--- src/rtl/instr_sequencer.sv ---
// Fetch/decode/execute controller for the 4-bit processor: PC, 4x4 register bank,
// synchronous program ROM fetch, ULA operand drive, writeback and display result.
module instr_sequencer #(
    parameter int PC_W     = 4,
    parameter int PROG_LEN = 16,
    parameter int ULA_LAT  = 1
) (
    input  logic            clk,
    input  logic            rst,
    input  logic            run,
    input  logic            step,
    input  logic [3:0]      sw_data,
    output logic [PC_W-1:0] rom_addr,
    input  logic [7:0]      rom_data,
    output logic [3:0]      ula_op,
    output logic [3:0]      ula_a,
    output logic [3:0]      ula_b,
    input  logic [7:0]      ula_out,
    output logic [7:0]      result,
    output logic [PC_W-1:0] pc,
    output logic [3:0]      opcode_dbg,
    output logic            busy,
    output logic            halted,
    input  logic [1:0]      dbg_sel,
    output logic [3:0]      dbg_reg
);

    typedef enum logic [2:0] {
        S_IDLE, S_FETCH, S_WAIT, S_DECODE, S_EXEC, S_WB, S_HALT
    } state_t;

    localparam logic [3:0] OP_ALU_MAX = 4'hC;
    localparam logic [3:0] OP_OUT     = 4'hD;
    localparam logic [3:0] OP_HALT    = 4'hE;
    localparam logic [3:0] OP_LDI     = 4'hF;

    localparam int                CNT_W     = (ULA_LAT > 1) ? $clog2(ULA_LAT) : 1;
    localparam logic [CNT_W-1:0]  EXEC_LAST = CNT_W'(ULA_LAT - 1);
    localparam logic [PC_W-1:0]   PC_LAST   = PC_W'(PROG_LEN - 1);

    state_t            r_state;
    state_t            w_next_state;
    logic [7:0]        r_ir;
    logic [3:0]        r_bank [4];
    logic [CNT_W-1:0]  r_exec_cnt;
    logic [PC_W-1:0]   r_pc;
    logic [PC_W-1:0]   r_rom_addr;
    logic [3:0]        r_ula_op;
    logic [3:0]        r_ula_a;
    logic [3:0]        r_ula_b;
    logic [7:0]        r_result;
    logic [3:0]        r_opcode_dbg;

    logic [3:0]        w_op;
    logic [1:0]        w_rd;
    logic [1:0]        w_rs;
    logic              w_is_alu;
    logic              w_start;
    logic [PC_W-1:0]   w_pc_next;

    assign w_op      = r_ir[7:4];
    assign w_rd      = r_ir[3:2];
    assign w_rs      = r_ir[1:0];
    assign w_is_alu  = (w_op <= OP_ALU_MAX);
    assign w_start   = run || step;
    assign w_pc_next = (r_pc == PC_LAST) ? '0 : r_pc + 1'b1;

    always_ff @(posedge clk) begin
        if (!rst) r_state <= S_IDLE;
        else      r_state <= w_next_state;
    end

    // NOTE: every branch starts from the default below, so no path leaves
    // w_next_state unassigned and no latch is inferred.
    always_comb begin
        w_next_state = r_state;
        case (r_state)
            S_IDLE:   if (w_start) w_next_state = S_FETCH;
            S_FETCH:  w_next_state = S_WAIT;
            S_WAIT:   w_next_state = S_DECODE;
            S_DECODE: begin
                if (w_op == OP_HALT) w_next_state = S_HALT;
                else if (w_is_alu)   w_next_state = S_EXEC;
                else                 w_next_state = S_WB;
            end
            S_EXEC:   if (r_exec_cnt == EXEC_LAST) w_next_state = S_WB;
            S_WB:     w_next_state = run ? S_FETCH : S_IDLE;
            S_HALT:   w_next_state = S_HALT;
            default:  w_next_state = S_IDLE;
        endcase
    end

    // NOTE: state elements use non-blocking assignments so every register
    // samples pre-edge values; that is what makes rd==rs read the old operand.
    always_ff @(posedge clk) begin
        if (!rst) begin
            r_pc         <= '0;
            r_rom_addr   <= '0;
            r_ula_op     <= '0;
            r_ula_a      <= '0;
            r_ula_b      <= '0;
            r_result     <= '0;
            r_opcode_dbg <= '0;
            r_ir         <= '0;
            r_exec_cnt   <= '0;
            // NOTE: the bank is four flops, not a RAM, so it can and must clear on reset.
            for (int i = 0; i < 4; i++) r_bank[i] <= '0;
        end else begin
            case (r_state)
                S_IDLE: if (w_start) r_rom_addr <= r_pc;
                S_WAIT: begin
                    r_ir         <= rom_data;
                    r_opcode_dbg <= rom_data[7:4];
                end
                S_DECODE: begin
                    r_exec_cnt <= '0;
                    if (w_is_alu) begin
                        r_ula_op <= w_op;
                        r_ula_a  <= r_bank[w_rd];
                        r_ula_b  <= r_bank[w_rs];
                    end
                end
                S_EXEC: r_exec_cnt <= r_exec_cnt + 1'b1;
                S_WB: begin
                    if (w_is_alu) begin
                        r_bank[w_rd] <= ula_out[3:0];
                        r_result     <= ula_out;
                    end else if (w_op == OP_LDI) begin
                        r_bank[w_rd] <= sw_data;
                    end else if (w_op == OP_OUT) begin
                        r_result <= {r_bank[w_rd], r_bank[w_rs]};
                    end
                    r_pc <= w_pc_next;
                    if (run) r_rom_addr <= w_pc_next;
                end
                default: ;
            endcase
        end
    end

    assign rom_addr   = r_rom_addr;
    assign ula_op     = r_ula_op;
    assign ula_a      = r_ula_a;
    assign ula_b      = r_ula_b;
    assign result     = r_result;
    assign pc         = r_pc;
    assign opcode_dbg = r_opcode_dbg;
    assign busy       = (r_state != S_IDLE) && (r_state != S_HALT);
    assign halted     = (r_state == S_HALT);
    assign dbg_reg    = r_bank[dbg_sel];

endmodule

--- config.mk ---
export PLATFORM = sky130hd
export DESIGN_NAME = instr_sequencer
export DESIGN_NICKNAME = d
export VERILOG_FILES = /design/src/rtl/instr_sequencer.sv
export SDC_FILE = /design/constraint.sdc
export NUM_CORES = 1
export LEC_CHECK = 0
export ABC_CLOCK_PERIOD_IN_PS = 2700
export CAP_MARGIN = 30
export CORE_ASPECT_RATIO = 2
export CORE_MARGIN = 8
export CORE_UTILIZATION = 40
export CTS_BUF_LIST = sky130_fd_sc_hd__clkbuf_8
export DETAILED_ROUTE_END_ITERATION = 10
export PLACE_DENSITY = 0.66
export SYNTH_ARGS = -nofsm -noshare
export SYNTH_HDL_FRONTEND = slang
export SYNTH_SLANG_ARGS = --single-unit
--- constraint.sdc ---
create_clock -name clk -period 2.7 [get_ports clk]
set_clock_uncertainty 0.2 [all_clocks]
set_input_delay 0.54 -clock clk [delete_from_list [all_inputs] [get_ports clk]]
set_output_delay 0.54 -clock clk [all_outputs]
set_load 0.05 [all_outputs]
-- Word-level counts from Yosys, hierarchy flattened
Memories as Yosys holds them, arrays and structs flattened. A register that Yosys moved wholly into a read port is not among the register bits.
Index checks and enable logic that the tools add are counted.
- input port bits: 26
- memories kept: 1
- word-level logic and storage cells: 74
- output and inout port bits: 38
- RAM bits: 16
- flip-flop bits (word level): 44
- memories (name ; words ; width ; read ports ; clocked after memory_dff ; write ports ; line ; text):
    r_bank ; 4 ; 4 ; 3 ; 2 ; 4 ; 44 ; logic [3:0] r_bank [4];
- multiplexer cells: 32
- reduce and logical (&&, ||, !) cells: 12
- bitwise gates (word level): 1
- equality and inequality tests: 15
- add/sub/neg operators: 2
- magnitude comparators: 1
- operator list (operator ; count):
    8-bit 2-to-1 mux ; 3
    3-bit one-hot mux with 7 select lines ; 1
    4-bit 2-to-1 mux ; 5
    4-bit equality test (second input constant) ; 4
    1-bit 2-to-1 mux ; 13
    2-bit 2-to-1 mux ; 6
    3-bit equality test (second input constant) ; 3
    2-bit != test (second input constant) ; 4
    4-bit one-hot mux with 2 select lines ; 1
    3-bit by 2-bit equality test with 1-bit output (second input constant) ; 2
    3-bit 2-to-1 mux ; 2
    3-bit AND reduction ; 2
    2-bit nonzero test ; 3
    4-bit by 1-bit adder with 4-bit output (second input constant) ; 1
    4-bit less-or-equal comparator (second input constant) ; 1
    2-bit AND reduction ; 2
    4-bit OR reduction ; 1
    3-bit by 1-bit equality test with 1-bit output (second input constant) ; 1
    3-bit zero test ; 1
    3-bit != test (second input constant) ; 1
    3-bit nonzero test ; 1
    1-bit one-hot mux with 2 select lines ; 1
    1-bit adder (second input constant) ; 1
    1-bit logical AND ; 1
    other kinds (2) ; 2

-- Logic depth before layout (Yosys ltp)
- depth after elaboration: 9
- gate-level depth with buffers: 7
- gate-level depth less buffers: 5

-- Least setup slack after synthesis
OpenSTA, ideal clock, no wires.
- kind: register to output
- start point: register r_state[0]
- end point: output port halted
- data arrival time: 1.340 ns
- setup slack: 0.620 ns
- cell stages (with the launch flop): 4
- buffers on the path: 2
- data required time: 1.960 ns
- path through: dfxtp_1 buf_2 clkbuf_1 nor2_1
- longest elaborated chain between the ends: 1
- ends and longest elaborated chain (what ; line ; text):
    start, declared ; 41 ; state_t r_state;
    start signal, assigned ; 70 ; else r_state <= w_next_state;
    3-bit equality test ; 149 ; assign halted = (r_state == S_HALT);
    end, declared ; 23 ; output logic halted,
No other way between the ends.

==> impl_summary.txt <==
----------------------------------------------------
[Synthesis]
  Avg Cell Area, Syn ... 10.49 um^2
  Synth Area in Adders ... 0.004517
  Portion of netlist area occupied by mux cells ... 0.1703
  Most numerous cell in the Yosys netlist ... nor2_1
  Post-synth top area cell ... dfxtp_1
  Fraction of the yosys area taken by sequential cells ... 0.4914
  Share of the synthesized area in compound gates (AO/OA/AOI/OAI) ... 0.08311
  Number of library cell types mapped by synthesis ... 44
  Area fraction in and, or, nand and nor cells after synthesis ... 0.1960
  Main synth FF type ... dfxtp_1
  Number of enable-type register cells in the synthesized netlist ... 16
  Syn_nets ... 291
  Mapped Area ... 2770 um^2
  Mapped Cells ... 264
  Synthesis warning total ... 0
  Async set-reset flop share out of synthesis ... 0
  Number of flip-flops and latches in the synthesized netlist ... 60
  Cell types with the largest area share after synthesis ... dfxtp_1, edfxtp_1, mux4_2
  Leading post-synthesis cells by instance count ... nor2_1, dfxtp_1, mux2i_1
  Dominant combinational cell family by area after synthesis ... simple AND/OR/NAND/NOR gates
  Area fraction of the dominant cell type after synthesis ... 0.3180
  Area share of xor/xnor cells in the synthesized design ... 0.006323

[CTS]
  Inserted Clock Buffers ... 9
  Setup Fix Bufs, Post-CTS ... 0
  Maximum level of the CTS H-tree ... 3
  Clock transition at the registers of the reported paths ... 60 ps
  Cts hold-fix bufs ... 0
  CTS root buf ... clkbuf_8
  TritonCTS clock tree ... done
  CTS sink cnt ... 60
  Maximum count of clock buffers along a single path ... 2
  Source-to-sink clock delay at the later pin of the worst-skew pair ... 350 ps

[Critical path]
  Critical R2R Launch ... r_state[2]
  Flop2flop setup slack ... 510 ps
  Crit path capture type ... output port
  WP data required ... 1960 ps
  Worst Reg2Reg Path Length in Cells ... 4
  Critical R2R Capture ... result[5]
  Data arrival time of the critical path ... 1720 ps
  Worst Path Class, Setup ... reg -> out
  Cells along the critical path ... clkdlybuf4s50_1
  Largest delay share family, worst path ... buffers and inverters
  Sum of buffers and inverters on the critical path ... 1
  Startpoint types ... register
  Slowest CP cell ... clkdlybuf4s50_1
  Slowest Stage Delay on Critical Path ... 870 ps
  Worst-path maximum fanout ... 9

[Job]
  Max-cap violations ... 0

[Route]
  DRC violations left ... 0
  Final WL ... 7.242 mm
  Detailed-routing wirelength on met1 ... 3.021 mm
  Initial DRT Pass Iterations ... 4
  Detailed-routed wire length on met2 ... 3.476 mm
  WL/cell ... 17.12 um
  Number of nets with antenna violations after detailed routing ... 0
  Total met3 wirelength after detailed routing ... 582 um
  DRT iter0 DRCs ... 147
  Top Metal Used ... met4
  Detail-routed via count per cell ... 5.307
  Vias after detailed routing ... 2245

[Placed design]
  Half-perimeter wire length of the detailed placement result ... 5.516 mm
  Routability congestion estimate from global placement ... 0.9401
  Number of buffers added on ports ... 63
  Cell area after placement ... 3456 um^2

[Min path]
  Cell depth of the worst min-delay path ... 2
  Path class of the lowest-slack min-delay path ... reg -> reg
  Hold path start ... r_exec_cnt
  Endpoint, Worst Hold ... r_exec_cnt

[Die]
  Floorplan Core Area ... 6833 um^2
  I/O pin count ... 64
  Initial Utilization ... 0.4054
  Die Footprint ... 10010 um^2
  Die Y-Extent ... 133.7 um
  Number of core rows ... 43
  Width of the chip ... 74.85 um

[GRT]
  Antenna violations before repair ... 0
  Total gr overflow ... 0
  Global-route wire length before repair ... 11.69 mm
  Number of global-route vias before repair ... 2343
  Overall Global Routing Usage ... 0.1548
  Pin count of the biggest net entering global routing ... 19

[Status]
  Outcome ... finished clean

[Cells and area]
  Net count reported at finish ... 355
  Synthesis-to-finish area growth ... 31.39%
  Antenna cells ... 0
  Design Area, Final ... 3640 um^2
  Fraction of final layout cells sized beyond drive strength 1 ... 0.1441

[Timing]
  Setup repair after global routing missed its margin ... false
  Minimum clock period ... 2464 ps
  Relative max-transition margin ... 0.5663
  Transition at the pin with the smallest max-transition slack ... 649.2 ps
  Setup violation total in the final timing report ... 0
  Post-route clock period utilization ... 0.9126
  Final sum of negative setup slack ... 0 ps
  Max-slew violation count ... 0
  Maximum clock frequency ... 0.4058 GHz
  Final Hold Vio Count ... 0

[Pwr]
  Worst IR Drop VDD ... 0.0003703 V
  Overall power of the completed layout ... 2.101 mW
  Power density of the placed cells ... 577.3 nW/um^2
  Total leakage power ... 1.316 nW

----------------------------------------------------
[cell usage in the layout, fill, tap and decap left out, types with 2 or more instances in the layout]
master,synthesis,final
nand4b_1,2,2
a21oi_1,12,12
or3_1,2,2
nand3_1,6,6
o21ai_0,7,7
or2_2,3,3
dfxtp_1,44,44
and3_1,2,2
clkdlybuf4s50_1,0,56
nor2b_1,2,2
mux2i_1,19,19
nor3_1,8,8
o211ai_1,2,2
a311oi_1,2,2
nor4_1,8,8
nand2_1,11,11
or3b_4,2,2
nand2b_1,2,2
nor2_1,55,55
buf_4,5,13
a211oi_1,6,6
inv_1,5,8
clkbuf_8,0,12
a22oi_1,3,3
mux4_2,12,12
edfxtp_1,16,16
[where the power goes]
| group | internal, mW | switching, mW | total, mW | leakage (nW) |
|---|---|---|---|---|
| Clock | 0.396 | 0.334 | 0.731 | 0.106 |
| Sequential | 0.963 | 0.0485 | 1.01 | 0.522 |
| Combinational | 0.154 | 0.205 | 0.359 | 0.688 |
| Total | 1.51 | 0.588 | 2.10 | 1.32 |
[timing repair]
action,in CTS,in global routing
setup endpoints to repair,0,4
endpoints found under the hold margin,0,0
gates resized for setup,0,1
[sequential cells by signal (all words and copies together), names as in the netlist, named ones only]
signal,flops
r_bank,16
r_ir,8
result,8
pc,4
rom_addr,4
ula_a,4
ula_b,4
ula_op,4
r_state,3
r_exec_cnt,1
[stage by stage]
| stage | hold WS, ps | setup slack, ps | utilization | cells |
|---|---|---|---|---|
| 3_3_place_gp | 275.8 | 23.55 | 0.5058 | 407 |
| 6_report | 293.8 | 236.0 | 0.5327 | 423 |
| 4_1_cts | 292.0 | 14.32 | 0.5323 | 423 |
| 5_1_grt | 314.2 | 144.9 | 0.5327 | 423 |
| 2_1_floorplan | 257.7 | 619.7 | - | 264 |
| 3_5_place_dp | 281.8 | 25.78 | 0.5058 | 407 |
[tightest hold or removal path, stage by stage, from the launching register on]
cell and delay, ps:
dfxtp_1 330, nand2_1 60, a21oi_1 50
[final cells by class]
cell class              count  area [um^2]
clock buffers              12        165.2
clock inverters             4        16.27
fillers                   654         3193
inverters                   5        18.77
multi-input cells         181         1275
flip-flops and latches     60         1361
well taps                  90        112.6
repair buffers             71        690.7
[cell families after synthesis]
kind of cell,after synthesis
compound gates,35
flops,60
mux,32
simple gates,111
xor+xnor,2
buf+inv,23
fa+ha+maj,1
[worst max-delay path by stage]
stage	from	end	slack, ps	depth (start not counted)
finish	r_ir[4]	opcode_dbg[0]	240	1
global placement	dbg_sel[0]	dbg_reg[3]	20	3
detailed placement	dbg_sel[0]	dbg_reg[2]	30	3
CTS	dbg_sel[0]	dbg_reg[3]	10	3
floorplan	r_state[0]	halted	620	3
global route	r_ir[4]	opcode_dbg[0]	140	1
[metal layers]
| layer | global-route usage | up-vias |
|---|---|---|
| li1 | - | 1082 |
| met1 | 0.1800 | 1070 |
| met2 | 0.2408 | 80 |
| met3 | 0.05798 | 13 |
| met4 | 0.06923 | 0 |
| met5 | 0 | - |
Power figures use the tool's default switching activity.
